[config.mk]
export PLATFORM = sky130hd
export DESIGN_NAME = spi_readout_framer_flat
export DESIGN_NICKNAME = d
export VERILOG_FILES = /design/src/rtl/spi_readout_framer_pkg.sv /design/src/rtl/spi_readout_framer_if.sv /design/src/rtl/spi_readout_framer.sv /design/src/flat_wrapper.sv
export SDC_FILE = /design/constraint.sdc
export NUM_CORES = 1
export LEC_CHECK = 0
export CELL_PAD_IN_SITES_DETAIL_PLACEMENT = 0
export CELL_PAD_IN_SITES_GLOBAL_PLACEMENT = 1
export CORE_UTILIZATION = 27
export DETAILED_ROUTE_END_ITERATION = 8
export GPL_TIMING_DRIVEN = 0
export MAX_ROUTING_LAYER = met4
export PLACE_DENSITY = 0.62
export SLEW_MARGIN = 20
export SYNTH_ARGS = -nofsm -noshare
export SYNTH_HDL_FRONTEND = slang
export SYNTH_SLANG_ARGS = --single-unit
export TNS_END_PERCENT = 10
[constraint.sdc]
create_clock -name clk -period 4.37 [get_ports clk]
set_input_delay 0.874 -clock clk [delete_from_list [all_inputs] [get_ports clk]]
set_output_delay 0.874 -clock clk [all_outputs]
set_load 0.05 [all_outputs]
[src/rtl/spi_readout_framer_pkg.sv]
// Shared definitions for the SPI readout framer: state encoding,
// default sync byte and payload byte-count derivation.
package we_readout_pkg;

    localparam int DATA_WIDTH_DEF = 40;
    localparam logic [7:0] SYNC_BYTE_DEF = 8'hA5;

    typedef enum logic [2:0] {
        ST_IDLE,
        ST_LATCH,
        ST_SYNC,
        ST_SEQ,
        ST_DATA,
        ST_CKSUM
    } state_e;

    function automatic int nbytes(input int dw);
        return dw / 8;
    endfunction

    function automatic int idx_w(input int n);
        return (n > 1) ? $clog2(n) : 1;
    endfunction

endpackage

[src/rtl/spi_readout_framer_if.sv]
// FIFO read side and framed byte stream of the readout framer.
// master = framer, slave = FIFO/sink environment.
interface spi_readout_framer_if
    import we_readout_pkg::*;
#(
    parameter int DATA_WIDTH = DATA_WIDTH_DEF
);
    logic                  fifo_empty;
    logic [DATA_WIDTH-1:0] fifo_rd_data;
    logic                  fifo_rd_en;
    logic [7:0]            byte_data;
    logic                  byte_valid;
    logic                  byte_ready;

    modport master (
        input  fifo_empty,
        input  fifo_rd_data,
        input  byte_ready,
        output fifo_rd_en,
        output byte_data,
        output byte_valid
    );

    modport slave (
        output fifo_empty,
        output fifo_rd_data,
        output byte_ready,
        input  fifo_rd_en,
        input  byte_data,
        input  byte_valid
    );
endinterface

[src/rtl/spi_readout_framer.sv]
// Pops SPI result words and frames them as SYNC, SEQ, payload MSB-first.
// Define READOUT_CKSUM_EN to append a mod-256 checksum byte per frame.
module spi_readout_framer
    import we_readout_pkg::*;
#(
    parameter int         DATA_WIDTH = DATA_WIDTH_DEF,
    parameter logic [7:0] SYNC_BYTE  = SYNC_BYTE_DEF
) (
    input  logic                 clk,
    input  logic                 rst,
    input  logic                 enable,
    spi_readout_framer_if.master bus,
    output logic                 busy,
    output logic [15:0]          frame_cnt
);

    localparam int NBYTES = nbytes(DATA_WIDTH);
    localparam int IDXW   = idx_w(NBYTES);

    state_e                state_q, state_d;
    logic [DATA_WIDTH-1:0] shift_q, shift_d, shift_nxt;
    logic [IDXW-1:0]       idx_q, idx_d;
    logic [7:0]            seq_q, seq_d;
    logic [7:0]            bdata_q, bdata_d;
    logic                  bvalid_q, bvalid_d;
    logic [15:0]           cnt_q, cnt_d;
    logic                  rd_en, xfer, last;
`ifdef READOUT_CKSUM_EN
    logic [7:0]            ck_q, ck_d;
`endif

    assign rd_en     = ~rst & enable & ~bus.fifo_empty
                     & (state_q == ST_IDLE);
    assign xfer      = bvalid_q & bus.byte_ready;
    assign shift_nxt = shift_q << 8;

    always_comb begin
        state_d  = state_q;
        shift_d  = shift_q;
        idx_d    = idx_q;
        seq_d    = seq_q;
        bdata_d  = bdata_q;
        bvalid_d = bvalid_q;
        cnt_d    = cnt_q;
        last     = 1'b0;
`ifdef READOUT_CKSUM_EN
        ck_d     = ck_q;
`endif
        case (state_q)
            ST_IDLE: begin
                if (rd_en) state_d = ST_LATCH;
            end
            ST_LATCH: begin
                shift_d  = bus.fifo_rd_data;
                idx_d    = IDXW'(NBYTES - 1);
                bdata_d  = SYNC_BYTE;
                bvalid_d = 1'b1;
                state_d  = ST_SYNC;
`ifdef READOUT_CKSUM_EN
                ck_d     = seq_q;
`endif
            end
            ST_SYNC: begin
                if (xfer) begin
                    bdata_d = seq_q;
                    state_d = ST_SEQ;
                end
            end
            ST_SEQ: begin
                if (xfer) begin
                    bdata_d = shift_q[DATA_WIDTH-1 -: 8];
                    state_d = ST_DATA;
                end
            end
            ST_DATA: begin
                if (xfer) begin
`ifdef READOUT_CKSUM_EN
                    ck_d = ck_q + bdata_q;
`endif
                    if (idx_q == '0) begin
`ifdef READOUT_CKSUM_EN
                        bdata_d = ck_q + bdata_q;
                        state_d = ST_CKSUM;
`else
                        last = 1'b1;
`endif
                    end else begin
                        idx_d   = idx_q - IDXW'(1);
                        shift_d = shift_nxt;
                        bdata_d = shift_nxt[DATA_WIDTH-1 -: 8];
                    end
                end
            end
            ST_CKSUM: begin
`ifdef READOUT_CKSUM_EN
                if (xfer) last = 1'b1;
`else
                state_d = ST_IDLE;
`endif
            end
            default: state_d = ST_IDLE;
        endcase
        // Final byte accepted: close the frame and free the bus.
        if (last) begin
            state_d  = ST_IDLE;
            bvalid_d = 1'b0;
            bdata_d  = 8'h00;
            seq_d    = seq_q + 8'd1;
            cnt_d    = cnt_q + 16'd1;
        end
    end

    always_ff @(posedge clk) begin
        if (rst) begin
            state_q  <= ST_IDLE;
            shift_q  <= '0;
            idx_q    <= '0;
            seq_q    <= 8'h00;
            bdata_q  <= 8'h00;
            bvalid_q <= 1'b0;
            cnt_q    <= 16'h0000;
`ifdef READOUT_CKSUM_EN
            ck_q     <= 8'h00;
`endif
        end else begin
            state_q  <= state_d;
            shift_q  <= shift_d;
            idx_q    <= idx_d;
            seq_q    <= seq_d;
            bdata_q  <= bdata_d;
            bvalid_q <= bvalid_d;
            cnt_q    <= cnt_d;
`ifdef READOUT_CKSUM_EN
            ck_q     <= ck_d;
`endif
        end
    end

    assign bus.fifo_rd_en = rd_en;
    assign bus.byte_data  = bdata_q;
    assign bus.byte_valid = bvalid_q;
    assign busy           = (state_q != ST_IDLE);
    assign frame_cnt      = cnt_q;

endmodule

[src/flat_wrapper.sv]
// flat-port wrapper written by rule: the top's interface ports become plain ports
module spi_readout_framer_flat import we_readout_pkg::*;
#(
    parameter int         DATA_WIDTH = DATA_WIDTH_DEF,
    parameter logic [7:0] SYNC_BYTE  = SYNC_BYTE_DEF
)
  (clk, rst, enable, busy, frame_cnt, bus_fifo_empty, bus_fifo_rd_data, bus_byte_ready, bus_fifo_rd_en, bus_byte_data, bus_byte_valid);
  spi_readout_framer_if #(.DATA_WIDTH(DATA_WIDTH)) bus_i ();
  input  logic clk;
  input  logic rst;
  input  logic enable;
  output logic busy;
  output logic [15:0] frame_cnt;
  input wire logic [$bits(bus_i.fifo_empty)-1:0] bus_fifo_empty;
  input wire logic [$bits(bus_i.fifo_rd_data)-1:0] bus_fifo_rd_data;
  input wire logic [$bits(bus_i.byte_ready)-1:0] bus_byte_ready;
  output wire logic [$bits(bus_i.fifo_rd_en)-1:0] bus_fifo_rd_en;
  output wire logic [$bits(bus_i.byte_data)-1:0] bus_byte_data;
  output wire logic [$bits(bus_i.byte_valid)-1:0] bus_byte_valid;
  assign bus_i.fifo_empty = bus_fifo_empty;
  assign bus_i.fifo_rd_data = bus_fifo_rd_data;
  assign bus_i.byte_ready = bus_byte_ready;
  assign bus_fifo_rd_en = bus_i.fifo_rd_en;
  assign bus_byte_data = bus_i.byte_data;
  assign bus_byte_valid = bus_i.byte_valid;
  spi_readout_framer #(.DATA_WIDTH(DATA_WIDTH), .SYNC_BYTE(SYNC_BYTE)) u_core (.clk(clk), .rst(rst), .enable(enable), .bus(bus_i), .busy(busy), .frame_cnt(frame_cnt));
endmodule
======== Word level (Yosys, flattened, before mapping) ========
Index checks and enable logic that the tools add are counted.
W data, S select, Z words.
storage, ports and cells
  output and inout port bits .............. 27
  bits in registers ....................... 79
  bits of input ports ..................... 45
operators by class
  bitwise logic cells ..................... 7
  eq/ne operators ......................... 9
  $add $sub $neg .......................... 3
  reductions and logical operators ........ 9
  mux-type cells .......................... 18
operator list
  kind                     number
  $mux W40                 2
  $pmux W40 S2             1
  $mux W8                  4
  $pmux W8 S4              1
  $add A16 B1 Y16 const B  1
  $mux W3                  5
  $pmux W3 S5              1
  $add A8 B1 Y8 const B    1
  $eq A3 B2 Y1 const B     2
  $logic_not A3 Y1         2
  $ne A2 B1 Y1 const B     3
  $pmux W3 S2              1
  $reduce_and A5 Y1        1
  $and A1 B1 Y1            4
  $ne A2 B2 Y1 const B     2
  $reduce_and A4 Y1        1
  $reduce_bool A4 Y1       1
  $eq A3 B1 Y1 const B     1
  $eq A3 B3 Y1 const B     1
  $mux W1                  3
  $not A1 Y1               3
  $reduce_and A3 Y1        1
  $reduce_bool A3 Y1       1
  $sub A3 B1 Y3 const B    1
  other kinds (2)          2

======== Longest topological paths before layout ========
  depth in word-level cells ............... 6
  mapped depth ............................ 8
  mapped depth without buffers ............ 6

======== Worst setup path after synthesis ========
No wires, ideal clock.
  path type ............................... input to output
  start point ............................. input port rst
  end point ............................... output port bus_fifo_rd_en
  stages .................................. 3
  required time ........................... 3,496 ps
  slack ................................... 1,840 ps
  arrival time ............................ 1,656 ps
  path buffers ............................ 1
  cell sequence ........................... clkbuf_1 -> nor2_1 -> and4b_1
between the ends
  word-level cells in the longest chain between the ends .. 4
ends and longest elaborated chain
  element                      line                      RTL
  start, declared              flat_wrapper.sv:10        input logic rst;
  $not A1 Y1                   spi_readout_framer.sv:32  assign rd_en = ~rst & enable & ~bus.fifo_empty
  $and A1 B1 Y1 (2 in series)  spi_readout_framer.sv:32
  $and A1 B1 Y1                spi_readout_framer.sv:33  & (state_q == ST_IDLE);
  end, declared                flat_wrapper.sv:17        output wire logic [$bits(bus_i.fifo_rd_en)-1:0] bus_fifo_rd_en;
Every way passes these cells.

======== Worst setup path in the final report ========
Ends and elaborated chain as after synthesis.

==> key figures <==
Outcome
  – Status: complete, no violations

Logic synthesis
  – Cells after Synth: 409
  – Synth async-reset ratio: 0%
  – Post-synth net total: 458
  – Mean Syn Cell Area: 9.07 um2
  – Dominant cells by area after synthesis: dfxtp_1, mux2i_1, a311oi_1
  – Post-synth top area share: 42.6%
  – Seq/Total Area, Yosys: 42.6%
  – Synth Flop Type: dfxtp_1
  – Unique masters post-synth: 41
  – Synth warnings: 0
  – Cell Area, Synth: 3710 um2
  – #FFs+latches synth: 79
  – Area leader, netlist: dfxtp_1
  – EDFF count, synth: 0

Job
  – Max capacitance violation total: 0

Worst setup path
  – Critical path class: input port to output port
  – Worst r2r src: u_core.idx_q[0]
  – Critical path's top delay family: buffers and inverters
  – Setup crit end kind: output port
  – Most frequent CP cell: clkdlybuf4s50_1
  – Crit-path slowest cell: clkdlybuf4s50_1
  – Crit path max fanout: 10
  – Worst EP required: 3.50 ns
  – Largest stage delay, worst path: 0.69 ns
  – CP Buf/Inv Count: 3
  – FF-to-FF End: u_core.frame_cnt[15]
  – Setup slack, reg-to-reg: 2.07 ns
  – Crit-path cells: clkdlybuf4s50_1 -> clkbuf_1 -> nor2_1 -> and4b_1 -> clkdlybuf4s50_1
  – Cell depth of the worst flop-to-flop path: 6
  – Startpoint types: input port
  – Worst EP arrival: 2.95 ns

Drt
  – Met3 wire length: 425 um
  – DR WL met2: 5180 um
  – Final WL: 10700 um
  – Drt first-iter violations: 149
  – WL met1: 4980 um
  – Vias per Instance: 4.98
  – Average wire per standard cell: 16.0 um
  – Via count: 3348
  – Top layer in use: met4
  – Detail Route Antenna Nets: 0
  – DRC: 0
  – Drt first pass iters: 6

Clock tree
  – CTS H-Tree Depth: 3
  – Worst-path clk slew: 0.06 ns
  – CTS tree: yes
  – Clk buf depth: 2
  – Hold_buf cts: 0
  – Post-CTS Setup Bufs: 0
  – TritonCTS buffer count: 9
  – Sinks on Clock Net: 79
  – Post_cts resized: 0
  – Clk Latency, worst-skew pair: 0.35 ns
  – Root Buffer: clkbuf_16

Pwr
  – Switching power: 429 uW
  – Max rail drop VDD: 0.219 mV
  – Total Power: 1.80 mW
  – P per Cell Area: 362 nW/um2
  – Switch share: 23.9%
  – P_int: 1.37 mW
  – Sequential cell fraction of total power: 42.7%
  – P_leak: 1.85 nW
  – Clk pwr share: 46.2%
  – Comb power frac: 11.1%

Min path
  – Hold Path End: u_core.shift_q[3]
  – Hold Path Class: flip-flop to flip-flop
  – Worst Min Path Start: u_core.shift_q[3]
  – Hold Crit Depth: 1

Layout
  – Fillers: 1384
  – Fin util: 37.4%
  – P&R area growth vs syn: 33.9%
  – Most frequent cells in the layout: dfxtp_1, clkdlybuf4s50_1, a21oi_1
  – Multi-input logic area: 1950 um2
  – Non-filler cells in the finished layout: 672
  – Nets: 540
  – Finished Cell Area: 4970 um2
  – Fraction of layout cells with a size suffix above 1: 5.44%
  – # diodes: 0
  – FF/Latch Area: 1580 um2
  – Most common library cell in the layout ignoring fill and taps: dfxtp_1

Placed design
  – DP Area: 4640 um2
  – Gpl congestion: 0.815
  – IO Port Bufs: 71
  – Placed cell count: 656
  – Pre-CTS setup slack: 0.555 ns
  – Post-DP HPWL: 8230 um

Floorplanning
  – Core area: 13300 um2
  – FP Rows: 42
  – Initial core utilization: 27.9%
  – Die H: 119 um
  – Die W: 119 um
  – Num ports: 72
  – Die area: 14200 um2

Timing
  – Minimum hold slack: 0.476 ns
  – Worst Tran Pin Value: 1.03 ns
  – Max Slew Vio Count: 0
  – Final Hold Viols: 0
  – Final worst slack: 0.550 ns
  – Final setup fails: 0
  – Sum Neg Setup Slack: 0 ns
  – Peak Freq: 262 MHz
  – Final Skew: 0.00866 ns
  – RSZ-0062 raised after global routing: no
  – Period utilization: 87.4%
  – Slew margin rel.: 31.4%
  – Fin crit period: 3.82 ns

Global routing
  – Vias in the first global route: 3316
  – Grt ovf: 0
  – GRT Util Overall: 16.2%
  – Pin count of the biggest net entering global routing: 13
  – Initial antenna violation count: 0
  – First-pass GRT wire length: 17100 um
power by group through the flow:
stage	Combinational, mW	Clock [mW]	Sequential [mW]
6_report	0.200	0.830	0.768
5_1_grt	0.217	0.878	0.771
4_1_cts	0.202	0.846	0.768
3_5_place_dp	0.201	0	0.784
3_3_place_gp	0.198	0	0.784
2_1_floorplan	0.0974	0	0.795
routing by layer:
| layer | global-route usage (%) | up-vias |
|---|---|---|
| met5 | - | - |
| met4 | 5.78 | 0 |
| met3 | 4.17 | 11 |
| met2 | 26.9 | 75 |
| met1 | 18.8 | 1571 |
| li1 | - | 1691 |
synthesized netlist by cell type, drive strengths merged, types with 2 or more instances:
| master | instances |
|---|---|
| dfxtp | 79 |
| a21oi | 47 |
| mux2i | 42 |
| a311oi | 32 |
| nor2 | 32 |
| clkbuf | 21 |
| nand2 | 17 |
| buf | 14 |
| inv | 11 |
| nand3 | 11 |
| o21ai | 11 |
| xnor2 | 11 |
| nor3 | 9 |
| a22o | 8 |
| nor4 | 7 |
| or3 | 6 |
| a211oi | 4 |
| ha | 4 |
| nand4 | 4 |
| o221a | 4 |
| xor2 | 4 |
| nand2b | 3 |
| nor3b | 3 |
| or4 | 3 |
| a31oi | 2 |
| and4 | 2 |
| and4b | 2 |
| nand4b | 2 |
| nor2b | 2 |
| o211ai | 2 |
kinds of logic (layout without fill, tap and decap cells):
kind of cell | after synthesis | count (layout) | share of synthesized area (%)
simple gates | 106 | 106 | 14.6
compound gates | 116 | 116 | 21.3
xor+xnor | 15 | 15 | 3.54
fa+ha+maj | 4 | 4 | 1.35
flops | 79 | 79 | 42.6
buf+inv | 46 | 133 | 4.89
mux | 43 | 43 | 11.6
worst max path at each step:
stage / from / to / slack [ns] / cells after the start
2_1_floorplan: rst / bus_fifo_rd_en / 1.84 / 3
3_3_place_gp: rst / bus_fifo_rd_en / 0.62 / 5
3_5_place_dp: rst / bus_fifo_rd_en / 0.56 / 5
4_1_cts: rst / bus_fifo_rd_en / 0.55 / 5
5_1_grt: rst / bus_fifo_rd_en / 0.48 / 5
6_report: rst / bus_fifo_rd_en / 0.55 / 5
state kept, by name, summed over array words and instances (netlist names):
name,flops
u_core.state_q,3
u_core.bus.byte_valid,1
u_core.seq_q,8
u_core.frame_cnt,16
u_core.idx_q,3
u_core.shift_q,40
u_core.bus.byte_data,8
worst register-to-register path: stages, from the launching register on:
cell and delay [ns]:
dfxtp_1 0.32, inv_1 0.10, ha_1 0.21, or3b_1 0.39
or4_1 0.63, nor3_1 0.20, mux2_2 0.35
final cells by class:
type	instances	share of cell area, %
flip-flops and latches	79	31.8
well taps	176	4.43
clock inverters	3	1.31
plain buffers	35	2.82
multi-input cells	284	39.2
clock buffers	13	5.24
repair buffers	71	14.3
inverters	11	0.831
No activity file was read; power rests on OpenSTA's default activity.
